### src/rtl/mips_ctrl_pkg.sv
// mips_ctrl_pkg
//   Shared encodings for the multicycle MIPS main control unit:
//   opcodes, ALUOp values seen by the ALU control decoder, ALUSrcB and
//   PCSource mux selects, the controller state enum, the latched
//   instruction class and the packed datapath control vector.
package mips_ctrl_pkg;

   // Opcodes (instr[31:26])
   localparam logic [5:0] OP_R    = 6'b000000;
   localparam logic [5:0] OP_J    = 6'b000010;
   localparam logic [5:0] OP_BEQ  = 6'b000100;
   localparam logic [5:0] OP_ADDI = 6'b001000;
   localparam logic [5:0] OP_ANDI = 6'b001100;
   localparam logic [5:0] OP_ORI  = 6'b001101;
   localparam logic [5:0] OP_LW   = 6'b100011;
   localparam logic [5:0] OP_SW   = 6'b101011;

   // ALUOp values; these must match the ALU control decoder
   localparam logic [2:0] ALUOP_AND    = 3'b000;
   localparam logic [2:0] ALUOP_BRANCH = 3'b001;
   localparam logic [2:0] ALUOP_ADD    = 3'b100;
   localparam logic [2:0] ALUOP_OR     = 3'b101;
   localparam logic [2:0] ALUOP_RTYPE  = 3'b111;

   // ALUSrcB selects
   localparam logic [1:0] SRCB_REG    = 2'd0;
   localparam logic [1:0] SRCB_FOUR   = 2'd1;
   localparam logic [1:0] SRCB_IMM    = 2'd2;
   localparam logic [1:0] SRCB_IMM_SH = 2'd3;

   // PCSource selects
   localparam logic [1:0] PCSRC_ALU    = 2'd0;
   localparam logic [1:0] PCSRC_ALUOUT = 2'd1;
   localparam logic [1:0] PCSRC_JUMP   = 2'd2;

   typedef enum logic [3:0] {
      S_IDLE,
      S_FETCH,
      S_DECODE,
      S_MEM_ADDR,
      S_MEM_READ,
      S_MEM_WB,
      S_MEM_WRITE,
      S_EXEC_R,
      S_EXEC_I,
      S_ALU_WB,
      S_BRANCH,
      S_JUMP,
      S_TRAP
   } state_e;

   // The class register is interpreted by the path the FSM is on:
   // in EXEC_I it picks the ALU operation, in ALU_WB it selects RegDst,
   // and in MEM_ADDR it separates loads from stores.
   typedef enum logic [1:0] {
      CLS_R   = 2'd0,
      CLS_ADD = 2'd1,
      CLS_OR  = 2'd2,
      CLS_AND = 2'd3
   } cls_e;

   localparam cls_e CLS_LOAD  = CLS_ADD;
   localparam cls_e CLS_STORE = CLS_OR;

   typedef struct packed {
      logic       pc_write;
      logic       pc_write_cond;
      logic       ior_d;
      logic       mem_read;
      logic       mem_write;
      logic       ir_write;
      logic       mem_to_reg;
      logic       reg_dst;
      logic       reg_write;
      logic       alu_src_a;
      logic [1:0] alu_src_b;
      logic [1:0] pc_source;
      logic [2:0] alu_op;
   } ctrl_t;

   function automatic cls_e opcode_class(input logic [5:0] op);
      cls_e c;
      c = CLS_R;
      case (op)
         OP_ADDI: c = CLS_ADD;
         OP_ORI:  c = CLS_OR;
         OP_ANDI: c = CLS_AND;
         OP_LW:   c = CLS_LOAD;
         OP_SW:   c = CLS_STORE;
         default: c = CLS_R;
      endcase
      return c;
   endfunction

endpackage

### src/rtl/control_output_decoder.sv
// control_output_decoder
//   Purely combinational map from {state, latched class, MemReady} to
//   the datapath control vector. Everything not driven by a state is 0.
// Ports:
//   state     in  current controller state
//   cls       in  instruction class latched in DECODE
//   mem_ready in  memory completed the access this cycle
//   ctrl      out packed datapath controls
module control_output_decoder
   import mips_ctrl_pkg::*;
(
   input  state_e state,
   input  cls_e   cls,
   input  logic   mem_ready,
   output ctrl_t  ctrl
);

   always_comb begin
      ctrl = '0;
      case (state)
         S_FETCH: begin
            ctrl.mem_read  = 1'b1;
            ctrl.alu_src_b = SRCB_FOUR;
            ctrl.alu_op    = ALUOP_ADD;
            // Latch the instruction and commit PC+4 only in the cycle the
            // memory returns data.
            ctrl.ir_write  = mem_ready;
            ctrl.pc_write  = mem_ready;
         end
         S_DECODE: begin
            ctrl.alu_src_b = SRCB_IMM_SH;
            ctrl.alu_op    = ALUOP_ADD;
         end
         S_MEM_ADDR: begin
            ctrl.alu_src_a = 1'b1;
            ctrl.alu_src_b = SRCB_IMM;
            ctrl.alu_op    = ALUOP_ADD;
         end
         S_MEM_READ: begin
            ctrl.ior_d    = 1'b1;
            ctrl.mem_read = 1'b1;
         end
         S_MEM_WB: begin
            ctrl.reg_write  = 1'b1;
            ctrl.mem_to_reg = 1'b1;
         end
         S_MEM_WRITE: begin
            ctrl.ior_d     = 1'b1;
            ctrl.mem_write = 1'b1;
         end
         S_EXEC_R: begin
            ctrl.alu_src_a = 1'b1;
            ctrl.alu_src_b = SRCB_REG;
            ctrl.alu_op    = ALUOP_RTYPE;
         end
         S_EXEC_I: begin
            ctrl.alu_src_a = 1'b1;
            ctrl.alu_src_b = SRCB_IMM;
            case (cls)
               CLS_OR:  ctrl.alu_op = ALUOP_OR;
               CLS_AND: ctrl.alu_op = ALUOP_AND;
               default: ctrl.alu_op = ALUOP_ADD;
            endcase
         end
         S_ALU_WB: begin
            ctrl.reg_write = 1'b1;
            ctrl.reg_dst   = (cls == CLS_R);
         end
         S_BRANCH: begin
            ctrl.alu_src_a     = 1'b1;
            ctrl.alu_src_b     = SRCB_REG;
            ctrl.alu_op        = ALUOP_BRANCH;
            ctrl.pc_write_cond = 1'b1;
            ctrl.pc_source     = PCSRC_ALUOUT;
         end
         S_JUMP: begin
            ctrl.pc_write  = 1'b1;
            ctrl.pc_source = PCSRC_JUMP;
         end
         default: ctrl = '0;
      endcase
   end

endmodule

### src/rtl/multicycle_control.sv
// multicycle_control
//   Multicycle MIPS main control FSM. Sequences each instruction through
//   fetch/decode/execute/memory/write-back, handshaking with a
//   variable-latency memory via MemReady. Holds the state register,
//   next-state logic, instruction-class latch and sticky Illegal flag;
//   output decoding lives in control_output_decoder.
// Ports:
//   clk, reset (async, active-low)
//   Opcode[5:0]  instr[31:26] from IR, sampled in DECODE only
//   Zero         ALU zero flag (gated with PCWriteCond in the datapath)
//   MemReady     memory access completes this cycle
//   PCWrite..ALUSrcA, ALUSrcB[1:0], PCSource[1:0], ALUOp[2:0]  controls
//   Illegal      sticky unknown-opcode flag, cleared only by reset
module multicycle_control
   import mips_ctrl_pkg::*;
(
   input  logic       clk,
   input  logic       reset,
   input  logic [5:0] Opcode,
   input  logic       Zero,
   input  logic       MemReady,
   output logic       PCWrite,
   output logic       PCWriteCond,
   output logic       IorD,
   output logic       MemRead,
   output logic       MemWrite,
   output logic       IRWrite,
   output logic       MemtoReg,
   output logic       RegDst,
   output logic       RegWrite,
   output logic       ALUSrcA,
   output logic [1:0] ALUSrcB,
   output logic [1:0] PCSource,
   output logic [2:0] ALUOp,
   output logic       Illegal
);

   state_e state_q, state_d;
   cls_e   cls_q;
   logic   illegal_q;
   ctrl_t  ctrl;

   // The branch decision is made in the datapath; Zero is not needed here.
   logic   unused_zero;
   assign unused_zero = Zero;

   always_ff @(posedge clk or negedge reset) begin
      if (!reset) begin
         state_q   <= S_IDLE;
         cls_q     <= CLS_R;
         illegal_q <= 1'b0;
      end else begin
         state_q <= state_d;
         if (state_q == S_DECODE)
            cls_q <= opcode_class(Opcode);
         if (state_d == S_TRAP)
            illegal_q <= 1'b1;
      end
   end

   always_comb begin
      state_d = state_q;
      case (state_q)
         S_IDLE:   state_d = S_FETCH;
         S_FETCH:  if (MemReady) state_d = S_DECODE;
         S_DECODE: begin
            case (Opcode)
               OP_LW, OP_SW:             state_d = S_MEM_ADDR;
               OP_R:                     state_d = S_EXEC_R;
               OP_ADDI, OP_ORI, OP_ANDI: state_d = S_EXEC_I;
               OP_BEQ:                   state_d = S_BRANCH;
               OP_J:                     state_d = S_JUMP;
               default:                  state_d = S_TRAP;
            endcase
         end
         S_MEM_ADDR:  state_d = (cls_q == CLS_STORE) ? S_MEM_WRITE : S_MEM_READ;
         S_MEM_READ:  if (MemReady) state_d = S_MEM_WB;
         S_MEM_WB:    state_d = S_FETCH;
         S_MEM_WRITE: if (MemReady) state_d = S_FETCH;
         S_EXEC_R:    state_d = S_ALU_WB;
         S_EXEC_I:    state_d = S_ALU_WB;
         S_ALU_WB:    state_d = S_FETCH;
         S_BRANCH:    state_d = S_FETCH;
         S_JUMP:      state_d = S_FETCH;
         S_TRAP:      state_d = S_TRAP;
         default:     state_d = S_IDLE;
      endcase
   end

   control_output_decoder u_dec (
      .state     (state_q),
      .cls       (cls_q),
      .mem_ready (MemReady),
      .ctrl      (ctrl)
   );

   assign PCWrite     = ctrl.pc_write;
   assign PCWriteCond = ctrl.pc_write_cond;
   assign IorD        = ctrl.ior_d;
   assign MemRead     = ctrl.mem_read;
   assign MemWrite    = ctrl.mem_write;
   assign IRWrite     = ctrl.ir_write;
   assign MemtoReg    = ctrl.mem_to_reg;
   assign RegDst      = ctrl.reg_dst;
   assign RegWrite    = ctrl.reg_write;
   assign ALUSrcA     = ctrl.alu_src_a;
   assign ALUSrcB     = ctrl.alu_src_b;
   assign PCSource    = ctrl.pc_source;
   assign ALUOp       = ctrl.alu_op;
   assign Illegal     = illegal_q;

endmodule

### config.mk
export PLATFORM = sky130hd
export DESIGN_NAME = multicycle_control
export DESIGN_NICKNAME = d
export VERILOG_FILES = /design/src/rtl/mips_ctrl_pkg.sv /design/src/rtl/control_output_decoder.sv /design/src/rtl/multicycle_control.sv
export SDC_FILE = /design/constraint.sdc
export NUM_CORES = 1
export LEC_CHECK = 0
export BUFFER_PORTS_ARGS = -buffer_cell sky130_fd_sc_hd__buf_4
export CORE_MARGIN = 2
export CORE_UTILIZATION = 35
export DETAILED_ROUTE_END_ITERATION = 7
export GPL_TIMING_DRIVEN = 0
export PLACE_DENSITY_LB_ADDON = 0.12
export SLEW_MARGIN = 10
export SYNTH_ARGS = -nofsm -noshare
export SYNTH_HDL_FRONTEND = slang
export SYNTH_HIERARCHICAL = 1
export SYNTH_SLANG_ARGS = --single-unit
### constraint.sdc
create_clock -name clk -period 2.3 [get_ports clk]
set_clock_uncertainty 0.2 [all_clocks]
set_input_delay 0.46 -clock clk [delete_from_list [all_inputs] [get_ports clk]]
set_output_delay 0.46 -clock clk [all_outputs]
set_load 0.03 [all_outputs]
==> results of run 1 <==
how the worst max path moves through the flow:
| stage | start | endpoint | slack [ns] |
|---|---|---|---|
| floorplan | state_q[2] | PCWriteCond | 0.16 |
| global placement | Opcode[0] | Illegal | 0.20 |
| detailed placement | Opcode[0] | Illegal | 0.22 |
| CTS | state_q[2] | ALUOp[0] | 0.11 |
| global route | state_q[1] | IRWrite | 0.02 |
| finish | state_q[2] | ALUOp[0] | 0.12 |
cell families (layout without fill, tap and decap cells):
family	Yosys count	count (layout)	share of synthesized area, %
and+or+nand+nor	43	43	35.65
AOI/OAI and AO/OA	30	30	30.21
muxes	1	1	1.209
xor gates and xnor gates	1	1	1.058
buffers and inverters	13	44	10.72
DFF	7	7	21.15
through the flow:
| stage | hold slack (ns) | total power [W] | setup WS, ns | util, % |
|---|---|---|---|---|
| floorplan | -0.03559 | 0.0009982 | 0.1576 | - |
| global placement | 0.07943 | 0.001280 | 0.2011 | 47.39 |
| detailed placement | 0.08108 | 0.001289 | 0.2215 | 47.39 |
| CTS | 0.2733 | 0.001407 | 0.1129 | 49.02 |
| global route | 0.2912 | 0.001513 | 0.01821 | 49.02 |
| finish | 0.2666 | 0.001397 | 0.1153 | 49.02 |
flip-flops by register name, indices dropped and copies added (netlist names):
register and cells:
cls_q 2, state_q 4, Illegal 1
routing by layer:
metal / global-route usage, % / wire, µm / vias up
li1: - / - / 411
met1: 19.72 / 897 / 355
met2: 26.67 / 862 / 27
met3: 2.000 / 123 / 4
met4: 6.410 / 30 / 0
met5: 0 / 0 / -
cell usage in the layout, fill, tap and decap left out, types with 2 or more instances in the layout:
master                     instances
sky130_fd_sc_hd__o22ai_1           2
sky130_fd_sc_hd__nor3b_2           2
sky130_fd_sc_hd__o21ai_0           5
sky130_fd_sc_hd__nor2_1           14
sky130_fd_sc_hd__buf_2             2
sky130_fd_sc_hd__nand2b_4          3
sky130_fd_sc_hd__nand3b_1          2
sky130_fd_sc_hd__buf_6             4
sky130_fd_sc_hd__dfrtp_1           7
sky130_fd_sc_hd__nand2b_1          2
sky130_fd_sc_hd__nand2_1           7
sky130_fd_sc_hd__a21oi_1           8
sky130_fd_sc_hd__buf_4            28
sky130_fd_sc_hd__inv_1             5
sky130_fd_sc_hd__clkbuf_4          3
worst register-to-register path: stages, from the launching register on:
cell and delay, ns:
sky130_fd_sc_hd__dfrtp_1 0.39, sky130_fd_sc_hd__buf_6 0.14, sky130_fd_sc_hd__or4b_1 0.50, sky130_fd_sc_hd__buf_2 0.17, sky130_fd_sc_hd__nand3b_4 0.16, sky130_fd_sc_hd__o21ai_2 0.07, sky130_fd_sc_hd__a31o_1 0.14
power by group through the flow:
stage	Clock, W	Sequential, W	Combinational, W
6_report	0.000113	0.000246	0.00104
5_1_grt	0.000124	0.000256	0.00113
4_1_cts	0.000116	0.000246	0.00104
3_5_place_dp	0	0.000248	0.00104
3_3_place_gp	0	0.000246	0.00103
2_1_floorplan	0	0.000246	0.000752
layout make-up:
cell class / count / area [µm²] / share of cell area, %
well taps: 28 / 35.03 / 3.200
plain buffers: 8 / 70.07 / 6.400
inverters: 5 / 18.77 / 1.714
multi-input cells: 75 / 564.3 / 51.54
clock buffers: 4 / 26.28 / 2.400
repair buffers: 27 / 205.2 / 18.74
flip-flops and latches: 7 / 175.2 / 16.00
what timing repair did:
| action | CTS | global route |
|---|---|---|
| setup endpoints to repair | 0 | 0 |
| hold buffers | 1 | 0 |
| hold endpoints to repair | 7 | 0 |
==> impl.org, run 1 <==
** Outcome
- The flow ran to the end, and the final reports show no timing, DRC or antenna violations.

** GRT
- Antenna violations before repair :: 0
- Entering global routing, the biggest net connects 11 pins.
- The first global-routing pass estimated 3.270 mm of wire.
- Via count of the first global-routing pass :: ~710
- In the global route stage, overall resource usage came out at between 10% and 20%.
- Global routing finished with a remaining overflow of 0.

** Worst setup path
- Delay of the slowest critical-path stage :: 0.47 ns
- R2r startpoint :: state_q[3]
- Crit path max-delay family :: flip-flops
- Arrival time at the worst endpoint :: 1.52 ns
- Kind of critical path :: register to output port
- Max Fanout on Critical Path :: 9
- The worst register-to-register path ends at Illegal.
- The critical path runs through a total of 4 cells.
- STA puts the critical path data required time at about 1.6 ns.
- The critical path goes through buf_6 > nand2b_4 > o32ai_2 > buf_4.
- The number of cells on the worst reg-to-reg path is 6.
- CP endpoint kind :: output port
- Highest-delay cell along the critical path :: sky130_fd_sc_hd__dfrtp_1
- Counting both buffers and inverters, the worst setup path holds a total of 2.
- Worst R2R Setup Slack :: 0.47 ns
- The worst setup path is launched from a register.

** Clock network
- The number of gates resized after CTS was 0.
- CTS saw 7 sinks.
- The number of clock buffers added by TritonCTS is 3.
- At the later pin of the worst-skew pair, clock insertion delay measures about 0.25 ns.
- Clock transition at the registers of the reported paths :: 0.06 ns
- CTS built an H-tree with a depth of 1.
- Clock tree from TritonCTS :: done
- Clock tree root buffer cell :: sky130_fd_sc_hd__clkbuf_4
- Deepest clock path buffer count :: 2
- Buffers inserted during post-CTS setup optimization :: 0

** Placement
- Weighted congestion at the end of routability-driven global placement :: between 0.7 and 0.8
- The wire-length estimate of the detail-placed layout is 1.435 mm.
- Total placed instance area :: approximately 0.0011 mm²
- After detailed placement, the design holds a cell count of 149.
- Input and output buffers added on the ports amount to 26.

** Logic synthesis
- In this run, synthesis produced a sequential element count of 7.
- In the synthesized netlist the async set-or-reset flop fraction comes to 100.0%.
- Cell types with the highest counts after synthesis :: 14 x sky130_fd_sc_hd__nor2_1, 8 x sky130_fd_sc_hd__a21oi_1, 7 x sky130_fd_sc_hd__dfrtp_1, 7 x sky130_fd_sc_hd__nand2_1
- Top cell type's share of synthesized area :: 21.15%
- The synthesized design contains 0 enable-type register cells.
- Synth Cell Area :: 828.3 µm²
- After technology mapping, the gate count stands at 95.
- Ranked by total cell area, the synthesized netlist is headed by sky130_fd_sc_hd__dfrtp_1 21%, sky130_fd_sc_hd__nor2_1 6.3%, sky130_fd_sc_hd__buf_6 5.4%, sky130_fd_sc_hd__nand2b_4 5.0%, sky130_fd_sc_hd__a21oi_1 4.8%.
- Synth cell types :: 44
- Summing the sequential cell areas from Yosys gives 21.15% of the chip area.
- The Yosys step of the flow raised 6 warnings.
- Most instantiated library cell after synthesis :: sky130_fd_sc_hd__nor2_1
- Synth area leader :: sky130_fd_sc_hd__dfrtp_1
- The number of nets handed over by synthesis was 105.
- Synth Area per Inst :: between 8 and 9 µm²
- Flip-flop cell with the highest count after synthesis :: sky130_fd_sc_hd__dfrtp_1

** Drt
- Via Count :: 797
- In the routed layout, each cell is associated on average with a via count of roughly 5.2.
- Before antenna repair, the detailed router went through 4 iterations.
- In the final routed layout, each cell accounts on average for 12.42 µm.
- For this block, the initial DRC count from the detailed router was 8.
- After detailed routing, the number of remaining DRC violations is 0.
- Summed over all layers, the routed wires come to about 1.9 mm.
- Post-detailed-route count of antenna-violating nets :: 0

** STA
- Min Tclk post-route :: between 2 and 2.5 ns
- Setup total negative slack on the finished layout was measured at 0 ns.
- Headroom to the max-slew limit came out at between 70 and 80%.
- Final Max Slew Viols :: 0
- Unrepaired setup endpoints after global routing :: no
- Dividing the final minimum period by the clock period gives 94.99%.
- Final count of negative-setup-slack endpoints :: 0
- For this run, the top clock speed supported by timing is 457.7 MHz.
- Transition time of the tightest slew-check pin :: 0.4252 ns
- The final count of hold timing violations is 0.

** Pwr
- Combinational cells account for 74.3% of the total power.
- Switching power share of the total :: 51.85%
- Internal power component :: 0.0006726 W
- In this run, flip-flops and latches consume 17.6% of the power.
- Power per Cell Area :: ~1300 mW/mm²
- In this run the power spent charging and discharging nets is 0.0007244 W.
- Clock share of power :: 8.1%
- VDD sags by at most approximately 710 µV.
- Leakage power :: 0.4490 nW

** Floorplanning
- The die covers approximately 0.0028 mm².
- The floorplan has 17 rows.
- For this configuration, the core starts out at a cell density of a little under two fifths.
- Floorplan die height :: 52.65 µm
- I/O pin cnt :: 28
- Die width :: 52.65 µm
- The total area inside the core boundary comes to 0.002233 mm².

** Run
- The tool flagged a number of max-cap violations equal to 0.

** Layout
- Area growth from synthesis to layout :: 32.18%
- Leaving out filler cells and counting taps, the final layout contains 154.
- Final design area excluding fillers :: 0.001095 mm²
- Layout cells sized above 1 :: 44.44%
- The repair_antennas step left the layout with diodes totalling 0.
- Nets :: 137
- Fill cells in the final layout number 227.

** Min path
- Class of the most critical hold timing path :: register to register
- For hold timing, the worst endpoint is Illegal.
- Number of instances on the worst hold path :: 1
- In this run the most critical hold path is launched from Illegal.
Power figures use the tool's default switching activity.
==> inputs of run 2 (changes only) <==
--- a/config.mk
+++ b/config.mk
@@ -7,7 +7,7 @@
 export LEC_CHECK = 0
 export BUFFER_PORTS_ARGS = -buffer_cell sky130_fd_sc_hd__buf_4
 export CORE_MARGIN = 2
-export CORE_UTILIZATION = 35
+export CORE_UTILIZATION = 45
 export DETAILED_ROUTE_END_ITERATION = 7
 export GPL_TIMING_DRIVEN = 0
 export PLACE_DENSITY_LB_ADDON = 0.12
==> impl.org, run 2 (synthesized netlist as in run 1, its figures left out) <==
** Clock network
- Clock tree root buffer cell :: sky130_fd_sc_hd__clkbuf_4
- H-tree level count :: 1 (unchanged)
- Total number of clock tree sinks :: 7 (unchanged)
- The number of buffers added by the clock tree synthesis step is 3 (unchanged).
- The latest clock arrival within the worst-skew pair is 0.26 ns (about the same).
- TritonCTS built the clock tree.
- The total of cells resized after clock tree synthesis came to 0 (unchanged).
- The register clock-pin slew on the reported worst setup and hold paths is 0.05 ns (about the same).
- The largest buffer count on any clock path is 2 (unchanged).

** STA
- Transition time of the tightest slew-check pin :: 0.4615 ns (+0.03632 ns)
- Maximum clock frequency :: 455.0 MHz (-0.59%)
- The post-layout minimum cycle time came to 2.198 ns (+0.01295 ns).
- The final count of negative-setup-slack endpoints is 0 (unchanged).
- Setup WS post-layout :: 0.1023 ns (-0.01295 ns)
- Unrepaired setup endpoints after global routing :: no
- The final sum of negative setup slack is 0 ns (unchanged).
- Normalized max-slew margin :: 68.83% (-2.5 points)
- Tcrit/Tclk final :: 95.55% (+0.56 points)
- Final Max Slew Viols :: 0 (unchanged)
- Hold violation count in the final report :: 0 (unchanged)

** Floorplanning
- The I/O pin count was 28 (unchanged).
- The chip height came to 46.90 µm (-11%).
- The area of the placeable core is 0.001727 mm² (-23%).
- The full die area came to 0.002200 mm² (-21%).
- The effective utilization at floorplan is 47.97% (+11 points).
- Placement Rows :: 15 (-2)
- Die width :: 46.90 µm (-11%)

** Layout
- The library cells used most frequently in the layout, excluding fill and tap cells, are 28 x sky130_fd_sc_hd__buf_4, 14 x sky130_fd_sc_hd__nor2_1, 8 x sky130_fd_sc_hd__a21oi_1.
- Layout cells sized above 1 :: 44.44% (unchanged)
- Number of diodes :: 0 (unchanged)
- The library cell used most frequently in the layout, excluding fill and tap cells, is sky130_fd_sc_hd__buf_4.
- Area growth from synthesis to layout :: 31.72%
- Register bank with the most flops :: state_q
- Largest register FFs :: 4 (unchanged)
- The layout net count was 137 (unchanged).

** GRT
- The via count of the first global-routing pass was 716 (+1.1%).
- GRT Overall Usage :: 18.79% (+3.1 points)
- The maximum number of pins on one net before global-route repair is 11 (unchanged).
- Total grt overflow :: 0 (unchanged)
- First-pass GRT wire length :: 2.987 mm (-8.7%)
- Antenna violations before repair :: 0 (unchanged)

** Drt
- Average detailed-routed wire length per instance :: 12.43 µm (about the same)
- Detailed Route WL :: 1.877 mm (-1.9%)
- Iteration-0 DRC Markers :: 21 (+13)
- The remaining antenna violation count after routing is 0 (unchanged).
- Via Count :: 814 (+2.1%)
- Detailed-route vias per instance :: 5.391 (+4.2%)
- The post-detailed-route DRC marker count is 0 (unchanged).
- The number of search-and-repair iterations in the first detailed-routing pass was 4 (unchanged).

** Worst setup path
- In this run the critical register-to-register path is captured at Illegal.
- The critical path is of the register to output port type.
- Cell repeated most along the worst path :: sky130_fd_sc_hd__buf_4
- Delay of the slowest critical-path stage :: 0.47 ns (about the same)
- WP data required :: 1.64 ns (about the same)
- The sum of buffers and inverters on the critical path was 3 (+1).
- The reg2reg setup slack is 0.46 ns (about the same).
- The worst setup path is launched from a register.
- The cell family contributing the most delay on the critical path is flip-flops.
- Highest-delay cell along the critical path :: sky130_fd_sc_hd__dfrtp_1
- STA classifies the critical path endpoint as an output port.
- The number of cell instances on the worst register-to-register path is 6 (unchanged).
- The worst register-to-register path begins at state_q[3].
- The data arrival time of the critical path was 1.54 ns (+0.02 ns).
- Max Fanout on Critical Path :: 9 (unchanged)
- Traced cell by cell, the critical path runs through buf_6 > nand2b_4 > nor2_1 > buf_4 > buf_4.

** Placement
- The worst slack at placement is 0.2135 ns (-0.008064 ns).
- The half-perimeter wire length after placement was 1.434 mm (about the same).
- The port buffer count was 26 (unchanged).
- Weighted congestion at the end of routability-driven global placement :: 0.8187 (+6.0%)

** Pwr
- The clock group share of total power was 8.0% (about the same).
- Post-layout power :: 0.001391 W (-0.43%)
- The sequential fraction of design power is 17.6% (about the same).
- Switching power share of the total :: 51.63% (-0.22 points)
- Switching power summed over all nets :: 0.0007182 W (-0.86%)
- Combinational power share :: 74.4% (about the same)
- Leakage power :: 0.4490 nW (unchanged)
- The worst ir drop on vdd was 755.4 µV (+5.9%).
- Internal power component :: 0.0006727 W (about the same)
- Power per Cell Area :: 1275 mW/mm² (about the same)

** Outcome
- Result of the run :: complete, no violations

** Min path
- The worst hold path begins at Illegal.
- Class of the most critical hold timing path :: register to register
- Number of instances on the worst hold path :: 1 (unchanged)
- The path with the worst hold slack has its endpoint at Illegal.

** Run
- Number of max-capacitance violations reported :: 0 (unchanged)
## run 2: stage by stage
stage | hold slack [ns] | std cells | util (%) | area, µm²
global route | 0.2928 | 151 | 63.19 | 1091
global placement | 0.07772 | 146 | 61.09 | 1055
floorplan | -0.03559 | 95 | - | 828.3
CTS | 0.2758 | 151 | 63.19 | 1091
finish | 0.2703 | 151 | 63.19 | 1091
detailed placement | 0.07927 | 146 | 61.09 | 1055
## run 2: layer usage
| layer | GRT usage (%) | vias to the layer above | routed length [µm] |
|---|---|---|---|
| met5 | 0 | - | 0 |
| met4 | 8.889 | 0 | 34 |
| met3 | 2.692 | 5 | 122 |
| met2 | 34.79 | 33 | 925 |
| met1 | 20.84 | 359 | 794 |
| li1 | - | 417 | - |
## run 2: how the worst max path moves through the flow
stage               start          end  slack, ns  cells past startpoint
2_1_floorplan  state_q[2]  PCWriteCond       0.16                      4
3_3_place_gp    Opcode[0]      Illegal       0.19                      5
3_5_place_dp    Opcode[0]      Illegal       0.21                      5
4_1_cts        state_q[2]     ALUOp[0]       0.11                      4
5_1_grt        state_q[2]     ALUOp[0]       0.03                      4
6_report       state_q[2]  PCWriteCond       0.10                      5
## run 2: repair_timing
item	CTS	global route
endpoints found under the setup margin	0	0
setup buffers	0	0
hold buffers	1	0
hold endpoints to repair	7	0
## run 2: final cells by class
type                    instances  area (µm²)
plain buffers                   8       70.07
clock buffers                   4       26.28
fillers                       161       635.6
inverters                       5       18.77
multi-input cells              75       564.3
flip-flops and latches          7       175.2
well taps                      25       31.28
repair buffers                 27       205.2
## run 2: power groups by stage
stage | logic (W) | registers [W] | clock network, W
floorplan | 0.000752 | 0.000246 | 0
global placement | 0.00102 | 0.000243 | 0
detailed placement | 0.00104 | 0.000245 | 0
CTS | 0.00104 | 0.000244 | 0.000112
global route | 0.00112 | 0.000252 | 0.000121
finish | 0.00103 | 0.000245 | 0.000111
